**src/rtl/spi_speed_ramp.sv**
```systemverilog
// rtl/spi_speed_ramp.sv - slew-rate limited speed command feeding the PMD901 SPI register-write port
module spi_speed_ramp #(
    parameter logic [15:0] STEP     = 16'd256,
    parameter logic [15:0] INTERVAL = 16'd50000
) (
    input  logic        clk,
    input  logic        rstn,
    input  logic        cmd_valid,
    input  logic [15:0] cmd_speed,
    output logic        cmd_ready,
    input  logic        halt,
    output logic [15:0] wdata,
    output logic        we,
    output logic        at_target
);

    typedef enum logic {
        S_IDLE,
        S_WAIT
    } state_t;

    state_t             state_q;
    logic        [15:0] target_q;
    logic        [15:0] current_q;
    logic        [15:0] cnt_q;
    logic        [15:0] wdata_q;
    logic               we_q;

    logic signed [17:0] diff;
    logic signed [17:0] step_s;
    logic        [15:0] step_val;
    logic               step_reached;

    // Commands are refused for as long as halt is held.
    assign cmd_ready = ~halt;
    assign wdata     = wdata_q;
    assign we        = we_q;
    assign at_target = (state_q == S_IDLE) && (current_q == target_q);

    // Next commanded speed: move at most STEP toward target; widened diff avoids wrap.
    always_comb begin
        diff         = $signed({{2{target_q[15]}}, target_q}) - $signed({{2{current_q[15]}}, current_q});
        step_s       = $signed({2'b00, STEP});
        step_val     = target_q;
        if (diff > step_s) begin
            step_val = current_q + STEP;
        end else if (diff < -step_s) begin
            step_val = current_q - STEP;
        end
        step_reached = (step_val == target_q);
    end

    // Target register: halt forces zero, otherwise an accepted command loads it.
    always_ff @(posedge clk or negedge rstn) begin
        if (!rstn) begin
            target_q <= 16'd0;
        end else if (halt) begin
            target_q <= 16'd0;
        end else if (cmd_valid) begin
            target_q <= cmd_speed;
        end
    end

    // Ramp FSM: one write per step, steps spaced INTERVAL cycles apart.
    always_ff @(posedge clk or negedge rstn) begin
        if (!rstn) begin
            state_q   <= S_IDLE;
            current_q <= 16'd0;
            wdata_q   <= 16'd0;
            we_q      <= 1'b0;
            cnt_q     <= 16'd0;
        end else begin
            we_q <= 1'b0;
            case (state_q)
                S_IDLE: begin
                    if (current_q != target_q) begin
                        current_q <= step_val;
                        wdata_q   <= step_val;
                        we_q      <= 1'b1;
                        if (!step_reached) begin
                            cnt_q   <= INTERVAL - 16'd1;
                            state_q <= S_WAIT;
                        end
                    end
                end
                S_WAIT: begin
                    if (current_q == target_q) begin
                        // Target moved onto the current speed; nothing left to write.
                        state_q <= S_IDLE;
                    end else if (cnt_q == 16'd0) begin
                        current_q <= step_val;
                        wdata_q   <= step_val;
                        we_q      <= 1'b1;
                        if (step_reached) begin
                            state_q <= S_IDLE;
                        end else begin
                            cnt_q <= INTERVAL - 16'd1;
                        end
                    end else begin
                        cnt_q <= cnt_q - 16'd1;
                    end
                end
                default: state_q <= S_IDLE;
            endcase
        end
    end

endmodule

```
**config.mk**
```make
export PLATFORM = sky130hd
export DESIGN_NAME = spi_speed_ramp
export DESIGN_NICKNAME = d
export VERILOG_FILES = /design/src/rtl/spi_speed_ramp.sv
export SDC_FILE = /design/constraint.sdc
export NUM_CORES = 1
export LEC_CHECK = 0
export ABC_AREA = 1
export ABC_CLOCK_PERIOD_IN_PS = 7300
export BUFFER_PORTS_ARGS = -buffer_cell sky130_fd_sc_hd__buf_2
export CAP_MARGIN = 30
export CORE_AREA = 2 2 88 90
export DETAILED_ROUTE_END_ITERATION = 12
export DIE_AREA = 0 0 90 92
export GPL_ROUTABILITY_DRIVEN = 0
export PLACE_DENSITY_LB_ADDON = 0.12
export SLEW_MARGIN = 15
export SYNTH_ARGS = -nofsm -noshare
export SYNTH_HDL_FRONTEND = slang
export SYNTH_SLANG_ARGS = --single-unit
```
**constraint.sdc**
```tcl
create_clock -name clk -period 7.3 [get_ports clk]
set_input_delay 1.46 -clock clk [delete_from_list [all_inputs] [get_ports clk]]
set_output_delay 1.46 -clock clk [all_outputs]
set_load 0.05 [all_outputs]
```
### After elaboration in Yosys (flattened, before gate mapping)

Cells that the tools add are included.

| storage, ports and cells | value |
|---|---|
| flip-flop bits (word level) | 50 |
| bits of input ports | 20 |
| output and inout port bits | 19 |
| word-level logic and storage cells | 46 |

| cells by class | value |
|---|---|
| add/subtract/negate cells | 4 |
| magnitude comparators | 2 |
| equality and inequality tests | 6 |
| mux-type cells | 22 |
| bitwise gates (word level) | 2 |
| reduce and logical (&&, ||, !) cells | 5 |

Operator list:

| cell | number |
|---|---|
| 2-to-1 mux 16 bit | 11 |
| one-hot mux 16 bit (2 select lines) | 2 |
| equality test 16 bit | 2 |
| greater-than comparator 17 x 10 -> 1 bit (second input constant) | 1 |
| < comparator 17 x 9 -> 1 bit (second input constant) | 1 |
| subtractor 16 x 16 -> 17 bit | 1 |
| adder 16 x 9 -> 16 bit (second input constant) | 1 |
| zero test 16 bit | 1 |
| inequality test 16 bit | 1 |
| subtractor 16 x 1 -> 16 bit (second input constant) | 1 |
| subtractor 16 x 9 -> 16 bit (second input constant) | 1 |
| 2-to-1 mux 1 bit | 7 |
| inequality test 2 x 1 -> 1 bit (second input constant) | 2 |
| one-hot mux 1 bit (2 select lines) | 2 |
| AND reduction 3 bit | 1 |
| inequality test 2 bit (second input constant) | 1 |
| NOT 1 bit | 2 |
| AND reduction 2 bit | 1 |
| nonzero test 2 bit | 1 |
| logical AND 1 bit | 1 |

### Depth between registers and ports, before layout

Gate-level depths: netlist (run 1).

| depth | value |
|---|---|
| depth after elaboration | 9 |
| gate-level depth with buffers | 28 |
| depth with buffers taken out | 26 |

### Worst setup path after synthesis (run 1)

No wires, ideal clock.

| timing | value |
|---|---|
| path type | register to output |
| start | reg wdata[13] (netlist name) |
| end | out at_target |
| arrival | 2.646 ns |
| required time | 5.840 ns |
| slack | 3.194 ns |
| stages on the path, launching flop included | 10 |
| buffers on the path | 1 |
| cells stage by stage | dfrtp_1 -> clkbuf_1 -> inv_1 -> ha_1 -> nand2_1 -> nor3_1 -> nand2_1 -> nor3_1 -> inv_1 -> nor2_1 |

RTL lines:

| what | line | RTL |
|---|---|---|
| to (decl) | 14 | `output logic at_target` |

==> results of run 1 <==
where the power goes:
part / switching (mW) / internal [mW]
clock: 0.103 / 0.105
sequential: 0.0586 / 0.329
combinational: 0.607 / 0.284
total: 0.768 / 0.718
area by class of cell:
type | count | share of cell area (%)
clock inverter | 3 | 1.06
timing repair buffer | 39 | 4.29
multi-input combinational | 498 | 54.5
inverter | 108 | 8.79
tap | 102 | 2.77
sequential | 50 | 27.1
clock buffer | 5 | 1.49
sequential cells by signal (all words and copies together) (netlist names):
name      flops
cnt_q        16
wdata        16
target_q     16
we            1
state_q       1
cells by family (layout without fill, tap and decap cells):
logic type               count (synthesis)  after routing
flip-flops                              50             50
XOR/XNOR                                21             21
AO/OA/AOI/OAI                           73             73
AND/OR/NAND/NOR                        383            383
buffers and inverters                  126            155
adder cells (fa/ha/maj)                 21             21
critical path, delay by kind of cell (launching register included):
| family | cells | cell delay (ns) |
|---|---|---|
| and+or+nand+nor | 4 | 0.88 |
| buffers and inverters | 4 | 0.61 |
| adders and majority gates | 1 | 0.50 |
| DFF | 1 | 0.41 |
layout by cell type, fill, tap and decap left out, types with 2 or more instances in the layout:
cell,count
nand2_1,203
inv_1,105
nand3_1,80
nor2_1,56
dfrtp_1,50
o21ai_0,41
buf_2,38
a21oi_1,21
ha_1,20
xor2_1,17
nand4_1,15
nor3_1,12
clkbuf_8,5
o21ai_1,4
o31ai_1,4
and2_1,3
nand3b_1,3
nand2_2,3
xnor2_1,3
inv_2,2
nand2_4,2
synth_stat cells (2+ instances only):
cell      count
nand3_1      80
clkbuf_1     12
nand4_1      15
nor2_1       56
and2_1        3
nand2_4       2
xor2_1       17
o31ai_1       4
xnor2_1       3
inv_2         2
nor3_1       12
dfrtp_1      50
o21ai_1       4
o21ai_0      41
ha_1         20
buf_6         3
inv_1       105
nand3b_1      3
buf_2         3
a21oi_1      21
nand2_1     203
nand2_2       3
worst min path at each step:
| stage | start | endpoint | slack [ns] | depth (start not counted) |
|---|---|---|---|---|
| after floorplan | cnt_q[0]$_DFFE_PN0P_ | cnt_q[0]$_DFFE_PN0P_ | 0.46 | 1 |
| after global placement | cnt_q[11]$_DFFE_PN0P_ | cnt_q[11]$_DFFE_PN0P_ | 0.48 | 2 |
| after detailed placement | cnt_q[0]$_DFFE_PN0P_ | cnt_q[0]$_DFFE_PN0P_ | 0.49 | 1 |
| after CTS | cnt_q[0]$_DFFE_PN0P_ | cnt_q[0]$_DFFE_PN0P_ | 0.50 | 1 |
| after global routing | cnt_q[0]$_DFFE_PN0P_ | cnt_q[0]$_DFFE_PN0P_ | 0.53 | 1 |
| final | cnt_q[0]$_DFFE_PN0P_ | cnt_q[0]$_DFFE_PN0P_ | 0.50 | 1 |
metal layers:
metal | vias up | GRT usage (%) | wire length, um
li1 | 2198 | - | -
met1 | 1912 | 34.3 | 4640
met2 | 122 | 43.4 | 4920
met3 | 12 | 3.45 | 569
met4 | 0 | 5.77 | 115
met5 | - | 0 | 0
==> results_dict.tcl, run 1 <==
set metrics [dict create \
    overflow 0 \
    timing.critical_path.to "at_target" \
    regArea_um2 1250 \
    p_total_mw 1.49 \
    slowest_delay_ns 0.50 \
    synthToLayoutAreaGrowth_pct 8.19 \
    remaining_drc_errors 0 \
    ctsResizeCount 0 \
    synth_xor_area_share_pct 4.76 \
    synthAdderAreaFrac_pct 6.34 \
    setup_ws_ns 3.12 \
    cellPowerDensity_nw_per_um2 322 \
    synth_compound_area_share_pct 9.02 \
    utilization_pct 61.9 \
    synth_ff_type "dfrtp_1" \
    core-area_um2 7450 \
    fill_cells 722 \
    synth_edf_count 0 \
    ir_drop_mv 0.154 \
    grt_pass1_wl_mm 17.4 \
    synth-simple-area-share_pct 38.8 \
    antenna_left 0 \
    r2r_cells 22 \
    crit_fanout 5 \
    clock_latency_ns 0.31 \
    yosysWarnings 0 \
    tightest_slew_ns 0.779 \
    holdWs_ns 0.505 \
    dpl_cell_area_um2 4490 \
    slew-limit-headroom_pct 48.0 \
    wl_mm 10.3 \
    cts_setup_buffers 0 \
    cp-end-kind "primary output" \
    antenna_found_initial 0 \
    synth_top_area_share_pct 29.4 \
    finalClockSkew_ns 0.0106 \
    routedWlPerCell_um 12.7 \
    synth.ff_latch_count 50 \
    cts_tree "built" \
    design_area_um2 4610 \
    drive_gt1_share_pct 8.25 \
    port_buffers 38 \
    grt_usage_pct 25.4 \
    drt-initial-drc-count 255 \
    ys_async_sr_fraction_pct 100 \
    hold_viol_final 0 \
    nets 743 \
    clk_path_buf_depth 2 \
    synth.area.mux_share_pct 0 \
    grt_setup_unrepaired "false" \
    clkTransAtPathRegs_ns 0.11 \
    cp_cell_sequence "inv_1 -> ha_1 -> inv_2 -> nor3_1 -> nand2_1 -> nor3_1 -> inv_1 -> nor2_1 -> buf_2" \
    die_area_um2 8280 \
    cts_hold_buf 0 \
    vias_per_cell 5.27 \
    slew_violations 0 \
    die_w_um 90 \
    synth_cell_types 34 \
    critPathLaunch "wdata[15]$_DFFE_PN0P_" \
    netlist_instances 674 \
    multi_input_area_um2 2510 \
    critPathKind "flop to primary output" \
    rr_endpoint "cnt_q[0]$_DFFE_PN0P_" \
    synthTopCellsByArea "dfrtp_1, nand2_1, nand3_1" \
    vias 4244 \
    die_h_um 92 \
    grt_max_degree 51 \
    fin_tns_setup_ns 0 \
    p_leak_nw 2.57 \
    synth_top_family_by_area "simple AND/OR/NAND/NOR gates" \
    r2r_slack_ns 3.44 \
    start_kind "flop" \
    row_count 32 \
    htreeDepth 2 \
    status "finished, final reports clean" \
    place_inst 797 \
    cts_sinks 50 \
    synth_top_area_cell "dfrtp_1" \
    syn_area_um2 4260 \
    min_path_type "flop to flop" \
    setup_violations 0 \
    cts-root-buf "clkbuf_8" \
    cp_slowest_cell "ha_1" \
    diodes 0 \
    crit_arrival_ns 2.72 \
    grt_pass1_vias 3835 \
    postSynthAreaPerCell_um2 6.32 \
    hpwl_mm 7.92 \
    max_clock_freq_ghz 0.239 \
    final.period_utilization_pct 57.3 \
    r2r_start "wdata[10]$_DFFE_PN0P_" \
    dr.pass1.iters 5 \
    crit_required_ns 5.84 \
    dp_slack_ns 3.43 \
    synth_nets 715 \
    fin_cells 805 \
    io_pins 39 \
    maxCapViolCount 0 \
    start_util_pct 57.2 \
    ys_seq_area_share_pct 29.4 \
    cts_buffers 5 \
    layout_min_cycle_time_ns 4.18 \
]
Note: power is estimated with default switching activity, not from simulation.
==> run 2: changes to the inputs <==
Settings changed: ABC_CLOCK_PERIOD_IN_PS 7300 to 3500, CORE_AREA 2 2 88 90 to 2 2 92 94, DIE_AREA 0 0 90 92 to 0 0 94 96.
Clock period 7.3 ns to 3.5 ns, I/O delays scaled along.
==> results_dict.tcl, run 2 (synthesis gave the netlist of run 1 again) <==
set metrics [dict create \
    hold_viol_final 0 \
    io_pins 39 \
    routedWlPerCell_um 14.0 \
    ir_drop_mv 0.327 \
    switching_share_pct 51.6 \
    slew-limit-headroom_pct 62.6 \
    cts_tree "built" \
    cp_slowest_cell "fa_2" \
    mostFrequentLayoutCell "nand2_1" \
    die_w_um 94 \
    nets 772 \
    setup_violations 0 \
    die_h_um 96 \
    final.period_utilization_pct 95.5 \
    mostFrequentLayoutCells "nand2_1, inv_1, nand3_1, nor2_1, dfrtp_1" \
    grt_setup_unrepaired "true" \
    rr_endpoint "cnt_q[15]$_DFFE_PN0P_" \
    crit_top_cell "nand3_2" \
    remaining_drc_errors 0 \
    cts-root-buf "clkbuf_8" \
    vias_per_cell 5.42 \
    finalClockSkew_ns 0.00536 \
    cts_buffers 5 \
    antenna_left 0 \
    layout_min_cycle_time_ns 3.34 \
    place_inst 820 \
    max_clock_freq_ghz 0.299 \
    crit_required_ns 3.71 \
    power.switching_mw 1.78 \
    core-area_um2 8050 \
    fin_cells 837 \
    clock_latency_ns 0.31 \
    p_leak_nw 2.75 \
    cp-end-kind "flop" \
    r2r_cells 23 \
    grt_pass1_wl_mm 18.7 \
    dpl_cell_area_um2 4660 \
    drt-initial-drc-count 267 \
    dr.pass1.iters 5 \
    port_buffers 38 \
    clkTransAtPathRegs_ns 0.10 \
    cts_sinks 50 \
    holdWs_ns 0.274 \
    hpwl_mm 8.67 \
    wl_met1_mm 5.16 \
    r2r_slack_ns 0.16 \
    overflow 0 \
    design_area_um2 5010 \
    critPathKind "flop to flop" \
    synthToLayoutAreaGrowth_pct 17.7 \
    drive_gt1_share_pct 16.1 \
    slew_violations 0 \
    diodes 0 \
    cp_cell_sequence "inv_2 -> ha_2 -> fa_2 -> inv_2 -> nand3_2 -> nand2_2 -> nand3_2 -> nand3_2 -> nand2_1 -> nand2_2 -> xor2_4 -> inv_2 -> nand2_4 -> buf_6 -> nand3_2 -> nand3_2 -> nand2_1 -> nor2_1 -> nand2_1 -> nor2_4 -> nand3_4 -> nand2_4 -> a21oi_1" \
    wl_mm 11.7 \
    top_layer "met4" \
    grt_max_degree 41 \
    start_kind "flop" \
    crit_fanout 8 \
    r2r_start "target_q[0]$_DFFE_PN0P_" \
    min_path_type "primary input to asynchronous set/reset pin" \
    wl_met3_um 729 \
    fin_tns_setup_ns 0 \
    row_count 33 \
    grt_pass1_vias 4062 \
    utilization_pct 62.3 \
    maxCapViolCount 0 \
    clkPwrFrac_pct 12.3 \
    grt_usage_pct 26.0 \
    clk_path_buf_depth 2 \
    power.internal_mw 1.67 \
    cellPowerDensity_nw_per_um2 688 \
    tightest_slew_ns 0.559 \
    vias 4539 \
    start_util_pct 52.9 \
    pwr-share-comb_pct 64.9 \
    crit_arrival_ns 3.55 \
    wl_met2_mm 5.45 \
    antenna_found_initial 0 \
    status "finished, final reports clean" \
    htreeDepth 2 \
    die_area_um2 9020 \
    seqPwrFrac_pct 22.8 \
    slowest_delay_ns 0.41 \
]
==> run 2: changes by cell type in the layout (fill, tap and decap cells not counted), sizes merged <==
cell      delta
nand2        +3
clkinvlp     -1
buf         +26
clkinv       +1
==> run 2: timing repair <==
action	CTS	global route
setup buffers	0	6
hold buffers	0	0
setup endpoints to repair	17	18
gates cloned	0	3
endpoints found under the hold margin	0	0
pin swaps	0	15
resized for setup	2	41
==> run 2: final cells by class <==
type | instances | area [um^2]
inverters | 108 | 408
clock buffers | 5 | 68.8
fillers | 759 | 3040
flip-flops and latches | 50 | 1250
multi-input cells | 501 | 2700
repair buffers | 65 | 413
clock inverters | 3 | 43.8
well taps | 105 | 131
==> run 2: worst max path at each step <==
stage | depth (start not counted) | startpoint | slack, ns | end
finish | 23 | target_q[0]$_DFFE_PN0P_ | 0.16 | cnt_q[15]$_DFFE_PN0P_
global route | 24 | wdata[6]$_DFFE_PN0P_ | -0.06 | cnt_q[12]$_DFFE_PN0P_
CTS | 22 | target_q[0]$_DFFE_PN0P_ | 0.02 | cnt_q[2]$_DFFE_PN0P_
floorplan | 25 | wdata[10]$_DFFE_PN0P_ | 0.07 | cnt_q[14]$_DFFE_PN0P_
global placement | 22 | target_q[0]$_DFFE_PN0P_ | 0.007 | cnt_q[0]$_DFFE_PN0P_
detailed placement | 22 | target_q[0]$_DFFE_PN0P_ | -0.13 | cnt_q[2]$_DFFE_PN0P_
==> run 2: stage by stage <==
step | power [mW] | setup slack [ns]
after floorplan | 2.31 | 0.0713
after global placement | 2.72 | 0.00730
after CTS | 3.22 | 0.0168
final | 3.45 | 0.156
after global routing | 3.75 | -0.0641
after detailed placement | 2.77 | -0.133
==> run 2: power by group through the flow <==
| stage | registers [mW] | logic, mW | clock network [mW] |
|---|---|---|---|
| after floorplan | 0.949 | 1.36 | 0 |
| after global placement | 0.789 | 1.94 | 0 |
| after detailed placement | 0.795 | 1.97 | 0 |
| after CTS | 0.785 | 2.00 | 0.434 |
| after global routing | 0.801 | 2.49 | 0.455 |
| final | 0.786 | 2.24 | 0.426 |
==> run 2: metal layers <==
layer	global-route usage [%]	vias up
li1	-	2267
met1	34.6	2071
met2	43.2	169
met3	3.68	32
met4	9.54	0
met5	0	-
==> run 2: critical path: cells and delay by family, from the launching register on <==
family                     cells  cell delay, ns
DFF                            1            0.39
and+or+nand+nor               15            1.55
adders and majority gates      2            0.59
buffers and inverters          4            0.36
AOI/OAI and AO/OA              1            0.08
xor gates and xnor gates       1            0.26
==> run 3: changes to the inputs <==
Settings changed: CORE_AREA 2 2 92 94 to 2 2 91 93, CTS_BUF_LIST set to sky130_fd_sc_hd__clkbuf_4, DIE_AREA 0 0 94 96 to 0 0 93 95.
==> results_dict.tcl, run 3 (synthesis gave the netlist of run 1 again) <==
set metrics [dict create \
    multi_input_area_um2 2670 \
    port_buffers 38 \
    vias_per_cell 5.34 \
    row_count 33 \
    p_total_mw 3.26 \
    start_util_pct 53.7 \
    hpwl_mm 8.39 \
    slew-limit-headroom_pct 42.9 \
    rr_endpoint "cnt_q[9]$_DFFE_PN0P_" \
    cp-end-kind "flop" \
    crit_fanout 8 \
    nets 768 \
    status "finished, final reports clean" \
    cts_buffers 5 \
    cts_sinks 50 \
    grt_max_degree 41 \
    antenna_left 0 \
    min_path_type "primary input to asynchronous set/reset pin" \
    maxCapViolCount 0 \
    grt_usage_pct 25.8 \
    fill_cells 769 \
    grt_pass1_vias 4010 \
    final.period_utilization_pct 93.9 \
    synthToLayoutAreaGrowth_pct 15.4 \
    grt_busiest_layer "met2" \
    use_met2_pct 43.5 \
    critPathKind "flop to flop" \
    clock_latency_ns 0.37 \
    vias 4446 \
    io_pins 39 \
    setup_violations 0 \
    grt_pass1_wl_mm 18.3 \
    max_clock_freq_ghz 0.304 \
    use_met3_pct 2.55 \
    mostFrequentLayoutCells "nand2_1, inv_1, nand3_1, nor2_1, dfrtp_1" \
    p_leak_nw 2.69 \
    htreeDepth 2 \
    hold_viol_final 0 \
    diodes 0 \
    remaining_drc_errors 0 \
    drt-initial-drc-count 220 \
    cts-root-buf "clkbuf_4" \
    crit_arrival_ns 3.56 \
    finalClockSkew_ns 0.0195 \
    drive_gt1_share_pct 14.8 \
    r2r_cells 24 \
    die_area_um2 8840 \
    core-area_um2 7930 \
    tightest_slew_ns 0.857 \
    r2r_slack_ns 0.21 \
    met1_usage_pct 35.7 \
    antenna_found_initial 0 \
    start_kind "flop" \
    mostFrequentLayoutCell "nand2_1" \
    dr.pass1.iters 4 \
    cellPowerDensity_nw_per_um2 663 \
    wl_mm 11.3 \
    routedWlPerCell_um 13.6 \
    regArea_um2 1250 \
    overflow 0 \
    cts_hold_buf 0 \
    r2r_start "target_q[0]$_DFFE_PN0P_" \
    crit_required_ns 3.77 \
    slew_violations 0 \
    clkTransAtPathRegs_ns 0.17 \
    utilization_pct 62.0 \
    clk_path_buf_depth 2 \
    die_w_um 93 \
    ir_drop_mv 0.354 \
    layout_min_cycle_time_ns 3.29 \
    die_h_um 95 \
    cts_tree "built" \
]
run 3: changes by cell type in the layout (fill, tap and decap cells not counted), moves of 3 or more:
cell / change
buf_4: -3
clkbuf_4: +6
clkbuf_8: -5
inv_1: +3
nand3_1: +3
nand3_2: -3
run 3: layer usage:
layer	up-vias	wire length [um]	share of wire [%]
met5	-	0	0
met4	0	167	1.5
met3	14	498	4.4
met2	113	5230	46
met1	2062	5430	48
li1	2257	-	-
run 3: critical path, cell delays in order, from the launching register on:
cell and delay (ns):
dfrtp_1 0.38, inv_1 0.07, ha_1 0.21, fa_2 0.37, inv_2 0.09, nand3_2 0.08, nand2_1 0.11, nand3_1 0.10
nand3_2 0.09, nand2_1 0.05, nand2_1 0.08, nand2_1 0.05, nor2_1 0.11, nand4_2 0.20, buf_6 0.19, nand3_1 0.10
nand2_1 0.08, nand2_1 0.06, nand2_1 0.05, nor2_1 0.11, nand2_1 0.10, nor2_4 0.15, nand3_4 0.12, nand2_4 0.15
a21oi_1 0.08
run 3: worst max-delay path by stage:
stage                                  endpoint  slack, ns                     from  depth (start not counted)
final                      cnt_q[9]$_DFFE_PN0P_       0.21  target_q[0]$_DFFE_PN0P_                         24
after global routing      cnt_q[15]$_DFFE_PN0P_      -0.02  target_q[0]$_DFFE_PN0P_                         23
after CTS                  cnt_q[2]$_DFFE_PN0P_       0.07  target_q[0]$_DFFE_PN0P_                         23
after detailed placement   cnt_q[0]$_DFFE_PN0P_      -0.06  target_q[0]$_DFFE_PN0P_                         22
after global placement     cnt_q[0]$_DFFE_PN0P_       0.06  target_q[0]$_DFFE_PN0P_                         23
after floorplan           cnt_q[14]$_DFFE_PN0P_       0.07    wdata[10]$_DFFE_PN0P_                         25
run 3: repair_timing:
| item | 4_1_cts | 5_1_grt |
|---|---|---|
| gates resized for setup | 2 | 34 |
| setup buffers | 0 | 6 |
| setup endpoints to repair | 17 | 18 |
| hold endpoints to repair | 0 | 0 |
| pin swaps | 0 | 6 |
| cloned | 0 | 3 |
run 3: area by class of cell:
type	instances	share of cell area, %
sequential	50	25.5
clock buffer	5	0.763
tap	105	2.67
timing repair buffer	61	7.76
clock inverter	3	0.865
multi-input combinational	501	54.2
inverter	108	8.24
run 3: where the power goes:
group          switching (mW)  internal [mW]
sequential             0.0918          0.687
clock                   0.201          0.151
combinational            1.41          0.716
total                    1.71           1.55
run 3: per-stage QoR:
stage | TNS, ns | std cells | instance area [um^2] | hold WS [ns] | setup slack [ns]
final | 0 | 833 | 4920 | 0.411 | 0.213
after global routing | -0.212 | 833 | 4920 | 0.460 | -0.0232
after CTS | 0 | 824 | 4720 | 0.426 | 0.0711
after detailed placement | -0.445 | 816 | 4630 | 0.492 | -0.0565
after global placement | 0 | 816 | 4630 | 0.479 | 0.0552
after floorplan | 0 | 674 | 4260 | 0.404 | 0.0713
